--- src/rtl/seg7_pkg.sv ---
// Shared constants, scan FSM states and the hex-to-segment table for the
// multiplexed seven-segment driver.
package seg7_pkg;

    localparam logic [6:0] SEG_BLANK = 7'h7F;
    localparam logic [7:0] AN_OFF    = 8'hFF;

    typedef enum logic [1:0] {
        IDLE  = 2'd0,
        BLANK = 2'd1,
        SHOW  = 2'd2
    } scan_state_e;

    // Segment order is {g,f,e,d,c,b,a}; a 0 lights the segment.
    function automatic logic [6:0] hex_to_seg(input logic [3:0] nibble);
        logic [6:0] segBits;
        segBits = SEG_BLANK;
        case (nibble)
            4'h0: segBits = 7'h40;
            4'h1: segBits = 7'h79;
            4'h2: segBits = 7'h24;
            4'h3: segBits = 7'h30;
            4'h4: segBits = 7'h19;
            4'h5: segBits = 7'h12;
            4'h6: segBits = 7'h02;
            4'h7: segBits = 7'h78;
            4'h8: segBits = 7'h00;
            4'h9: segBits = 7'h10;
            4'hA: segBits = 7'h08;
            4'hB: segBits = 7'h03;
            4'hC: segBits = 7'h46;
            4'hD: segBits = 7'h21;
            4'hE: segBits = 7'h06;
            4'hF: segBits = 7'h0E;
            default: segBits = SEG_BLANK;
        endcase
        return segBits;
    endfunction

endpackage

--- src/rtl/seg7_decode.sv ---
// Combinational nibble to active-low segment lookup; the caller registers
// the result.
module seg7_decode
    import seg7_pkg::*;
(
    input  logic [3:0] nibble_i,
    output logic [6:0] seg_o
);

    always_comb begin
        seg_o = hex_to_seg(nibble_i);
    end

endmodule

--- src/rtl/seg7_scan.sv ---
// Multiplexed seven-segment scanner: steps one digit per scan_clk rising edge,
// with an all-off gap before each digit and a per-frame data latch.
module seg7_scan
    import seg7_pkg::*;
#(
    parameter int DIGITS       = 8,
    parameter int BLANK_CYCLES = 16
) (
    input  logic        clk,
    input  logic        rst,
    input  logic        scan_clk,
    input  logic [31:0] data,
    input  logic [7:0]  dp,
    input  logic [7:0]  digit_en,
    output logic [7:0]  an,
    output logic [6:0]  seg,
    output logic        seg_dp,
    output logic [2:0]  cur_digit
);

    localparam int         CNT_W      = $clog2(BLANK_CYCLES) + 1;
    localparam logic [CNT_W-1:0] BLANK_LAST = CNT_W'(BLANK_CYCLES - 1);
    localparam logic [2:0] LAST_IDX   = 3'(DIGITS - 1);

    scan_state_e       state_q;
    logic [2:0]        idx_q;
    logic [CNT_W-1:0]  cnt_q;
    logic              sync1_q;
    logic              sync2_q;
    logic              sync3_q;
    logic [31:0]       frameData_q;
    logic [7:0]        frameDp_q;
    logic [7:0]        frameEn_q;
    logic [7:0]        an_q;
    logic [6:0]        seg_q;
    logic              segDp_q;

    logic              tick;
    logic [2:0]        idx_d;
    logic              loadFrame_d;
    logic [31:0]       showData_d;
    logic [7:0]        showDp_d;
    logic [7:0]        showEn_d;
    logic [3:0]        showNibble_d;
    logic [6:0]        decodedSeg_d;

    assign tick = sync2_q & ~sync3_q;

    // The digit about to be shown, and the frame it belongs to: when the scan
    // wraps to digit 0 the live inputs are used because they are latched on
    // that same edge.
    always_comb begin
        idx_d        = (idx_q == LAST_IDX) ? 3'd0 : idx_q + 3'd1;
        loadFrame_d  = (idx_d == 3'd0);
        showData_d   = loadFrame_d ? data     : frameData_q;
        showDp_d     = loadFrame_d ? dp       : frameDp_q;
        showEn_d     = loadFrame_d ? digit_en : frameEn_q;
        showNibble_d = showData_d[{idx_d, 2'b00} +: 4];
    end

    seg7_decode u_decode (
        .nibble_i (showNibble_d),
        .seg_o    (decodedSeg_d)
    );

    always_ff @(posedge clk) begin
        if (rst) begin
            sync1_q     <= 1'b0;
            sync2_q     <= 1'b0;
            sync3_q     <= 1'b0;
            state_q     <= IDLE;
            idx_q       <= 3'd0;
            cnt_q       <= '0;
            frameData_q <= 32'd0;
            frameDp_q   <= 8'd0;
            frameEn_q   <= 8'd0;
            an_q        <= AN_OFF;
            seg_q       <= SEG_BLANK;
            segDp_q     <= 1'b1;
        end else begin
            sync1_q <= scan_clk;
            sync2_q <= sync1_q;
            sync3_q <= sync2_q;

            case (state_q)
                IDLE: begin
                    if (tick) begin
                        state_q <= BLANK;
                        idx_q   <= LAST_IDX;
                        cnt_q   <= '0;
                    end
                end

                // Ticks arriving during the gap are dropped, not queued.
                BLANK: begin
                    if (cnt_q == BLANK_LAST) begin
                        state_q <= SHOW;
                        idx_q   <= idx_d;
                        cnt_q   <= '0;
                        if (loadFrame_d) begin
                            frameData_q <= data;
                            frameDp_q   <= dp;
                            frameEn_q   <= digit_en;
                        end
                        an_q    <= showEn_d[idx_d] ? ~(8'd1 << idx_d) : AN_OFF;
                        seg_q   <= decodedSeg_d;
                        segDp_q <= ~showDp_d[idx_d];
                    end else begin
                        cnt_q <= cnt_q + CNT_W'(1);
                    end
                end

                SHOW: begin
                    if (tick) begin
                        state_q <= BLANK;
                        cnt_q   <= '0;
                        an_q    <= AN_OFF;
                        seg_q   <= SEG_BLANK;
                        segDp_q <= 1'b1;
                    end
                end

                default: begin
                    state_q <= IDLE;
                    an_q    <= AN_OFF;
                    seg_q   <= SEG_BLANK;
                    segDp_q <= 1'b1;
                end
            endcase
        end
    end

    assign an        = an_q;
    assign seg       = seg_q;
    assign seg_dp    = segDp_q;
    assign cur_digit = idx_q;

endmodule

--- config.mk ---
export PLATFORM = sky130hd
export DESIGN_NAME = seg7_scan
export DESIGN_NICKNAME = d
export VERILOG_FILES = /design/src/rtl/seg7_pkg.sv /design/src/rtl/seg7_decode.sv /design/src/rtl/seg7_scan.sv
export SDC_FILE = /design/constraint.sdc
export NUM_CORES = 1
export LEC_CHECK = 0
export ABC_AREA = 1
export CAP_MARGIN = 25
export CORE_UTILIZATION = 48
export CTS_BUF_LIST = sky130_fd_sc_hd__clkbuf_4 sky130_fd_sc_hd__clkbuf_8 sky130_fd_sc_hd__clkbuf_16
export CTS_CLUSTER_SIZE = 24
export DETAILED_ROUTE_END_ITERATION = 10
export PLACE_DENSITY = 0.76
export SKIP_CTS_REPAIR_TIMING = 1
export SYNTH_ARGS = -nofsm -noshare
export SYNTH_HDL_FRONTEND = slang
export SYNTH_SLANG_ARGS = --single-unit
export TNS_END_PERCENT = 1
--- constraint.sdc ---
create_clock -name clk -period 2.6 [get_ports clk]
set_input_delay 0.78 -clock clk [delete_from_list [all_inputs] [get_ports clk]]
set_output_delay 0.78 -clock clk [all_outputs]
set_load 0.01 [all_outputs]
### Word-level counts from Yosys, hierarchy flattened

Memory sizes are Yosys's and may differ from the RTL's.
Cells that the tools add are included.

* bits in registers: 77
* memories kept: 1
* output and inout port bits: 19
* memory bits (read-only): 112

Memory list
* (no name shown): words 16, bits a word 7, rd ports 1, clocked after Yosys merged registers in 0, write ports 0, RTL line seg7_pkg.sv:18 `case (nibble)`

* $add $sub $neg: 2
* reduce and logical (&&, ||, !) cells: 10
* bitwise gates (word level): 5
* magnitude comparators: 1
* shift operators: 2
* mux-type cells: 27
* equal/unequal tests: 8

Operator list (number)
* 2-to-1 mux 8 bit: 5
* 2-to-1 mux 32 bit: 1
* variable part select 32 x 6 -> 4 bit: 1
* one-hot mux 8 bit (3 select lines): 1
* one-hot mux 7 bit (3 select lines): 1
* 2-to-1 mux 7 bit: 2
* 2-to-1 mux 5 bit: 2
* one-hot mux 5 bit (2 select lines): 1
* 2-to-1 mux 3 bit: 3
* inverter 8 bit: 1
* left shift 1 x 3 -> 8 bit (first input constant): 1
* binary-select mux 1 bit (select 3 bit): 2
* != test 2 bit (second input constant): 3
* one-hot mux 3 bit (2 select lines): 1
* AND reduction 2 bit: 3
* AND reduction 3 bit: 2
* adder 5 x 1 -> 5 bit (second input constant): 1
* == test 5 x 4 -> 1 bit (second input constant): 1
* less-than comparator 3 x 4 -> 1 bit (second input constant): 1
* 2-to-1 mux 1 bit: 4
* 2-to-1 mux 2 bit: 2
* one-hot mux 2 bit (2 select lines): 1
* nonzero test 2 bit: 2
* adder 3 x 1 -> 3 bit (second input constant): 1
* 10 further kinds: 12

### Longest topological paths before layout

Gate-level depths: netlist (run 1).

* depth in word-level cells: 9
* depth in mapped cells: 19
* depth with buffers taken out: 18

### By module

A second synthesis (run 1) with hierarchy kept.

* cells, all modules: 592
* area total of the unflattened synthesis: 4093.9 µm²

Modules (own cells, without submodules)
* seg7_scan: area each 3819.9 µm², times used 1, cells an instance 543
* seg7_decode: area each 274.0 µm², times used 1, cells an instance 49

### Worst setup path after synthesis (run 1)

OpenSTA, ideal clock, no wires.

* path kind: reg2reg
* start: reg idx_q[0] (netlist: cur_digit[0])
* end: reg seg_q[3] (netlist: seg[3])
* arrival: 2.484 ns
* slack: 0.003 ns
* data required time: 2.487 ns
* stages on the path, launching flop included: 19
* clock period less this slack: 2.597 ns
* path through: dfxtp_1 > ha_1 > ha_1 > inv_2 > nand2_4 > buf_4 > o21ai_0 > nand2_1 > nand3_1 > nand3_1 > nand2_1 > inv_1 > ha_1 > nand3_1 > nand2_1 > nand2_1 > nand3_1 > nand2_1 > nand2_1

* cells in the longest elaborated chain, start to end: 8

RTL lines
* from (decl): RTL line seg7_scan.sv:26 `logic [2:0] idx_q;`
* from (signal assigned): RTL line seg7_scan.sv:98 `idx_q <= idx_d;`
* adder 3 x 1 -> 3 bit or == test 3 bit (tied branches): RTL line seg7_scan.sv:53 `idx_d = (idx_q == LAST_IDX) ? 3'd0 : idx_q + 3'd1;`
* 2-to-1 mux 3 bit (*): RTL line seg7_scan.sv:53
* zero test 3 bit: RTL line seg7_scan.sv:54 `loadFrame_d = (idx_d == 3'd0);`
* 2-to-1 mux 32 bit
* variable part select 32 x 6 -> 4 bit (*): RTL line seg7_scan.sv:58 `showNibble_d = showData_d[{idx_d, 2'b00} +: 4];`
* memory read (16 x 7 bit) (*)
* 2-to-1 mux 7 bit (*): RTL line seg7_scan.sv:96 `if (cnt_q == BLANK_LAST) begin`
* one-hot mux 7 bit (3 select lines) (*): RTL line seg7_scan.sv:85 `case (state_q)`
* to (signal assigned): RTL line seg7_scan.sv:106 `seg_q <= decodedSeg_d;`
* to (decl): RTL line seg7_scan.sv:35 `logic [6:0] seg_q;`

Mark *: on every way between the ends. The rest lies on a longest branch, timed or not. The select of a mux whose other input is x is not followed.
A chain may end at the register's enable or synchronous reset.

### Worst setup path after layout (run 1)

Ends and elaborated chain as after synthesis.

==> results of run 1 <==
## stage by stage
| stage | hold slack (ps) | total power (uW) | cell area (um^2) |
|---|---|---|---|
| final | 410 | 2640 | 5390 |
| after global routing | 441 | 2740 | 5390 |
| after CTS | 412 | 2630 | 5230 |
| after detailed placement | 398 | 1560 | 4990 |
| after global placement | 390 | 1550 | 4990 |
| after floorplan | 388 | 1400 | 4170 |
## power by group
| group | switching [uW] | total (uW) | internal [uW] |
|---|---|---|---|
| Combinational | 204 | 367 | 163 |
| Sequential | 4.75 | 1190 | 1180 |
| Clock | 469 | 1080 | 611 |
| Total | 678 | 2640 | 1960 |
## layout by cell type, fill, tap and decap left out, types with 22 or more instances in the layout
cell and count:
a21oi_1 25, a311oi_1 22, buf_4 28, clkdlybuf4s50_1 69
dfxtp_1 77, inv_1 40, nand2_1 173, nand3_1 90
nor2_1 45, o21ai_0 32
## layout make-up
type	count	area (um^2)
fill	719	2910
multi-input combinational	454	2380
sequential	77	1540
timing repair buffer	100	943
inverter	42	163
clock buffer	12	159
tap	105	131
clock inverter	4	77.6
## worst max-delay path, stage by stage, from the launching register on
cell and delay, ps:
dfxtp_1 320, ha_1 230, ha_4 330, inv_6 60, nand2_8 100, buf_6 140, nand2_1 80, nand3_1 90
nand3_1 110, nand3_2 90, nand2_2 100, ha_1 310, nand3_1 90, nand3_1 110, nand3_1 80, nand2_1 60
nand2_1 40
## cells by family after synthesis
kind of cell,count (synthesis)
flops,77
mux,5
xor+xnor,1
buf+inv,81
fa+ha+maj,13
simple gates,328
compound gates,105
## path summary, 6_finish.rpt
kind / end / slack [ps] / cells past startpoint
worst max register to register: seg[3] / 170 / 16
worst max-delay path: seg[3] / 170 / 16
worst min-delay path: sync2_q / 410 / 2
worst min register to register: sync2_q / 410 / 2
## sequential cells by signal, summed over array words and instances, names as in the netlist, 2 cells and up
signal       cells
cur_digit        3
state_q          2
frameData_q     32
an               8
frameDp_q        8
seg              7
frameEn_q        8
cnt_q            5
## routing by layer
| metal | GRT usage (%) | share of wire (%) | vias to the layer above |
|---|---|---|---|
| met4 | 10.4 | 2.3 | 0 |
| met5 | 0 | 0 | - |
| met2 | 44.1 | 48 | 144 |
| li1 | - | - | 2199 |
| met3 | 3.35 | 5.6 | 32 |
| met1 | 31.4 | 44 | 2012 |
==> metrics.yaml, run 1 <==
setup_repair_after_global_routing_missed_its_margin: "yes"
fraction_of_the_mapped_netlist_area_in_adder_cells_pct: 3.90
final_tns_setup_ps: 0
via_count: 4387
yosys-top-cells-count: "176 x nand2_1, 93 x nand3_1, 77 x dfxtp_1"
synth-xor-area-share_pct: 0.210
worst_slew_pin_slew_ps: 477
final.period_utilization_pct: 93.6
ys_dominant_reg_cell: "dfxtp_1"
num_rows: 33
synth_area_per_cell_um2: 6.83
grt_first_pass_wirelength_um: 18200
wire_per_inst_um: 13.9
edff_count_synth: 0
grt_pass1_vias: 4045
drt_iter0_drc: 307
core-area_um2: 8300
nNetsFinal: 748
largest_family_of_logic_cells_by_synthesized_area: "simple AND/OR/NAND/NOR gates"
first_pass_iters: 5
drc: 0
timing.final.max_slew_violations: 0
clk_pin_slew_ps: 80
synth_compound_gate_area_share_pct: 15.6
synth_warnings: 0
cellPowerDensity_nw_per_um2: 489
detail_route.wirelength_um: 11000
worstPathRequired_ps: 2860
synth_fp_nets: 674
crit_path_max_fanout: 10
post_synth_inst_count: 610
vias_per_cell: 5.53
number_of_antenna_violations_at_the_first_check_in_global_routing: 0
globalRoute.totalOverflow: 0
fmax_mhz: 411
kind_of_end_point_of_the_critical_path: "flop"
yosysTopAreaCell: "dfxtp_1"
gp_routability_congestion: 0.873
chipWidth_um: 95.2
dp_hpwl_um: 7470
muxShareOfSynthArea_pct: 1.20
port-buffer-count: 69
synth.ff_latch_count: 77
synth_top_cells_by_area: "dfxtp_1 37%, nand2_1 16%, nand3_1 11%, a311oi_1 4.6%, nor2_1 4.1%"
final_util_pct: 65.0
crit_arrival_ps: 2700
clk_path_buf_depth: 2
synth_simple_gate_area_share_pct: 33.7
period_minus_slack_ps: 2430
cts_root_buf: "clkbuf_8"
slew-limit-headroom_pct: 68.2
hp-class: "reg -> reg"
setup.worst_path.class: "reg -> reg"
floorplan.io_pins: 70
timing.critical_path.from_type: "flop"
globalRouteTotalUtil_pct: 25.4
ys_types: 29
tritoncts: "yes"
initial_core_util_pct: 50.2
drive_gt1_share_pct: 10.3
layout.cells.non_filler: 794
setup_ws_ps: 167
timing_hold_violations_final: 0
yosysMostFrequentCell: "nand2_1"
synth.top_cell.area_share_pct: 37.0
cts_htree_levels: 3
worst_clock_skew_ps: 13.8
grt_max_degree: 99
chipHeight_um: 95.2
power_leakage_uw: 0.00235
setup_viol_count_final: 0
cts_sinks: 77
final_antenna_net_count: 0
die_area_um2: 9060
number_of_violations_of_the_max_capacitance_limit: 0
status: "finished clean"
r2r_start: "cur_digit[0]"
tritoncts.num_buffers: 9
syn_std_cell_area_um2: 4170
area.growth.synth_to_final_pct: 29.4
clk-insertion-delay-late_ps: 360
dp_slack_ps: -83.6
yosysSeqAreaShare_pct: 37.0
numPlacedInstances: 769
async_flop_share_pct: 0
antenna_diode_instance_count: 0
power.ir.vdd_worst_uv: 307
min_from: "sync1_q"
critical_path.startpoint: "cur_digit[0]"
(Power assumes the default switching activity.)
==> run 2, diff against run 1 <==
Settings changed: CORE_UTILIZATION 48 to 40, PLACE_DENSITY 0.76 to 0.65.
==> metrics.yaml, run 2 (synthesized netlist as in run 1, its figures left out) <==
grt_max_degree: 43  # was 99
kind_of_end_point_of_the_critical_path: "flop"  # unchanged
power_frac_clock_pct: 35.3  # was 41.0%
setup_ws_ps: 177  # was 167 ps
die_area_um2: 10800  # was 9060 um^2
drt_iter0_drc: 234  # was 307
crit_path_max_fanout: 11  # was 10
clk_pin_slew_ps: 80  # about the same
via_count: 4302  # was 4387
initial_core_util_pct: 41.9  # was 50.2%
number_of_buffers_and_inverters_on_the_critical_path: 2  # unchanged
fillers: 908  # was 719
port-buffer-count: 69  # unchanged
cp_cell_sequence: "ha_1, ha_4, inv_4, nand2_8, buf_4, nand2_1, nand3_1, nand3_1, nand2_1, nand2_1, nand2_1, ha_1, nand3_2, nand2_1, nand2_1, nand3_1, nand2_1, nand2_1"  # was ha_1, ha_4, inv_6, nand2_8, buf_6, nand2_1, nand3_1, nand3_1, nand3_2, nand2_2, ha_1, nand3_1, nand3_1, nand3_1, nand2_1, nand2_1
worst_slew_pin_slew_ps: 565  # was 477 ps
pwr-share-comb_pct: 15.8  # was 13.9%
sequentialPowerShare_pct: 48.9  # was 45.1%
chipWidth_um: 104  # was 95.2 um
largest_reg_flops: 32  # unchanged
dp_hpwl_um: 7760  # was 7470 um
timing.final.max_slew_violations: 0  # unchanged
area.growth.synth_to_final_pct: 30.2  # was 29.4%
gp_routability_congestion: 0.839  # was 0.873
setup_repair_after_global_routing_missed_its_margin: "yes"  # unchanged
clk-insertion-delay-late_ps: 360  # about the same
globalRouteTotalUtil_pct: 21.0  # was 25.4%
clk_path_buf_depth: 2  # unchanged
grt_first_pass_wirelength_um: 18600  # was 18200 um
largest-register: "frameData_q"  # unchanged
antenna_diode_instance_count: 0  # unchanged
crit_slowest_cell: "dfxtp_1"  # was ha_4
nNetsFinal: 747  # was 748
switching_pwr_uw: 696  # was 678 uW
vias_per_cell: 5.24  # was 5.53
critical_path.max_stage_delay_ps: 320  # was 330 ps
drc: 0  # unchanged
num_rows: 36  # was 33
crit_family: "simple AND/OR/NAND/NOR gates"  # unchanged
cellPowerDensity_nw_per_um2: 448  # was 489 nW/um^2
drive_gt1_share_pct: 10.5  # was 10.3%
detail_route.wirelength_um: 11300  # was 11000 um
cts_sinks: 77  # unchanged
slew-limit-headroom_pct: 62.2  # was 68.2%
fmax_mhz: 413  # was 411 MHz
first_pass_iters: 4  # was 5
critPathMostFrequentCell: "nand2_1"  # was nand3_1
floorplan.io_pins: 70  # unchanged
post-route-cell-area_um2: 5430  # was 5390 um^2
hp-class: "reg -> reg"  # unchanged
chipHeight_um: 104  # was 95.2 um
period_minus_slack_ps: 2420  # was 2430 ps
power_leakage_uw: 0.00231  # was 0.00235 uW
switching_power_as_a_share_of_total_power_pct: 28.6  # was 25.7%
worstPathRequired_ps: 2850  # was 2860 ps
tritoncts: "yes"  # unchanged
number_of_antenna_violations_at_the_first_check_in_global_routing: 0  # unchanged
dp_slack_ps: -126  # was -83.6 ps
setup_viol_count_final: 0  # unchanged
final_antenna_net_count: 0  # unchanged
number_of_violations_of_the_max_capacitance_limit: 0  # unchanged
tritoncts.num_buffers: 9  # unchanged
cts_root_buf: "clkbuf_8"  # unchanged
status: "finished clean"  # unchanged
final_cell_mix: "174 x nand2_1, 91 x nand3_1, 77 x dfxtp_1"  # was 173 x nand2_1, 90 x nand3_1, 77 x dfxtp_1
cts_htree_levels: 3  # unchanged
timing_hold_violations_final: 0  # unchanged
placement_cell_area_um2: 5080  # was 4990 um^2
layout_commonest_cell: "nand2_1"  # unchanged
core-area_um2: 9950  # was 8300 um^2
timing.critical_path.from_type: "flop"  # unchanged
final.period_utilization_pct: 93.2  # was 93.6%
intPower_uw: 1730  # was 1960 uW
wire_per_inst_um: 13.7  # was 13.9 um
grt_pass1_vias: 3954  # was 4045
globalRoute.totalOverflow: 0  # unchanged
setup.worst_path.class: "reg -> reg"  # unchanged
crit_arrival_ps: 2680  # was 2700 ps
power.ir.vdd_worst_uv: 217  # was 307 uV
worst_clock_skew_ps: 11.9  # was 13.8 ps
==> run 2: cell types whose count changed in the layout (fill, tap and decap cells not counted), moves of 2 or more <==
cell | before | now
nand3_2 | 5 | 3
o21ai_2 | 0 | 2
bufinv_16 | 2 | 0
buf_4 | 28 | 24
inv_6 | 3 | 1
clkinvlp_4 | 0 | 5
buf_12 | 1 | 5
==> run 2: layout make-up <==
cell class / count / area [um^2] / area share [%]
clock buffer: 10 / 138 / 2.54
clock inverter: 6 / 47.5 / 0.876
inverter: 42 / 164 / 3.02
multi-input combinational: 453 / 2370 / 43.8
sequential: 77 / 1540 / 28.4
tap: 133 / 166 / 3.07
timing repair buffer: 100 / 993 / 18.3
==> run 2: metrics by stage <==
step	instances	util [%]	TNS (ps)	hold slack, ps	total power (uW)
after floorplan	610	-	0	388	1400
after global placement	800	51.0	-151	392	1560
after detailed placement	800	51.0	-408	402	1560
after CTS	816	52.9	-439	415	2410
after global routing	821	54.5	-11.1	420	2540
final	821	54.5	0	409	2430
==> run 2: per-layer routing <==
| metal | track usage [%] | routed length [um] | vias up |
|---|---|---|---|
| li1 | - | - | 2202 |
| met1 | 26.0 | 5230 | 1974 |
| met2 | 36.5 | 5390 | 107 |
| met3 | 4.07 | 450 | 19 |
| met4 | 6.94 | 191 | 0 |
| met5 | 0 | 0 | - |
==> run 2: tightest hold or removal path: cells and delay by family, from the launching register on <==
family | cells | cell delay, ps
buffers and inverters | 1 | 40
AND/OR/NAND/NOR | 1 | 30
flip-flops | 1 | 300
==> run 2: power by group through the flow <==
| stage | registers, uW | logic, uW | clock network, uW |
|---|---|---|---|
| finish | 1190 | 383 | 858 |
| floorplan | 1220 | 185 | 0 |
| global placement | 1220 | 341 | 0 |
| global route | 1190 | 421 | 932 |
| CTS | 1190 | 349 | 877 |
| detailed placement | 1220 | 347 | 0 |
==> run 2: worst paths after layout <==
| check | from | endpoint | slack [ps] | depth (start not counted) |
|---|---|---|---|---|
| worst max register to register | cur_digit[0] | seg[5] | 180 | 18 |
| worst min register to register | sync1_q | sync2_q | 410 | 2 |
| worst min-delay path | sync1_q | sync2_q | 410 | 2 |
| worst max-delay path | cur_digit[0] | seg[5] | 180 | 18 |
==> run 3, diff against run 2 <==
Settings changed: CORE_MARGIN set to 1.
==> results of run 3 <==
No change in the layout: final DEF, timing and power equal those of run 2.
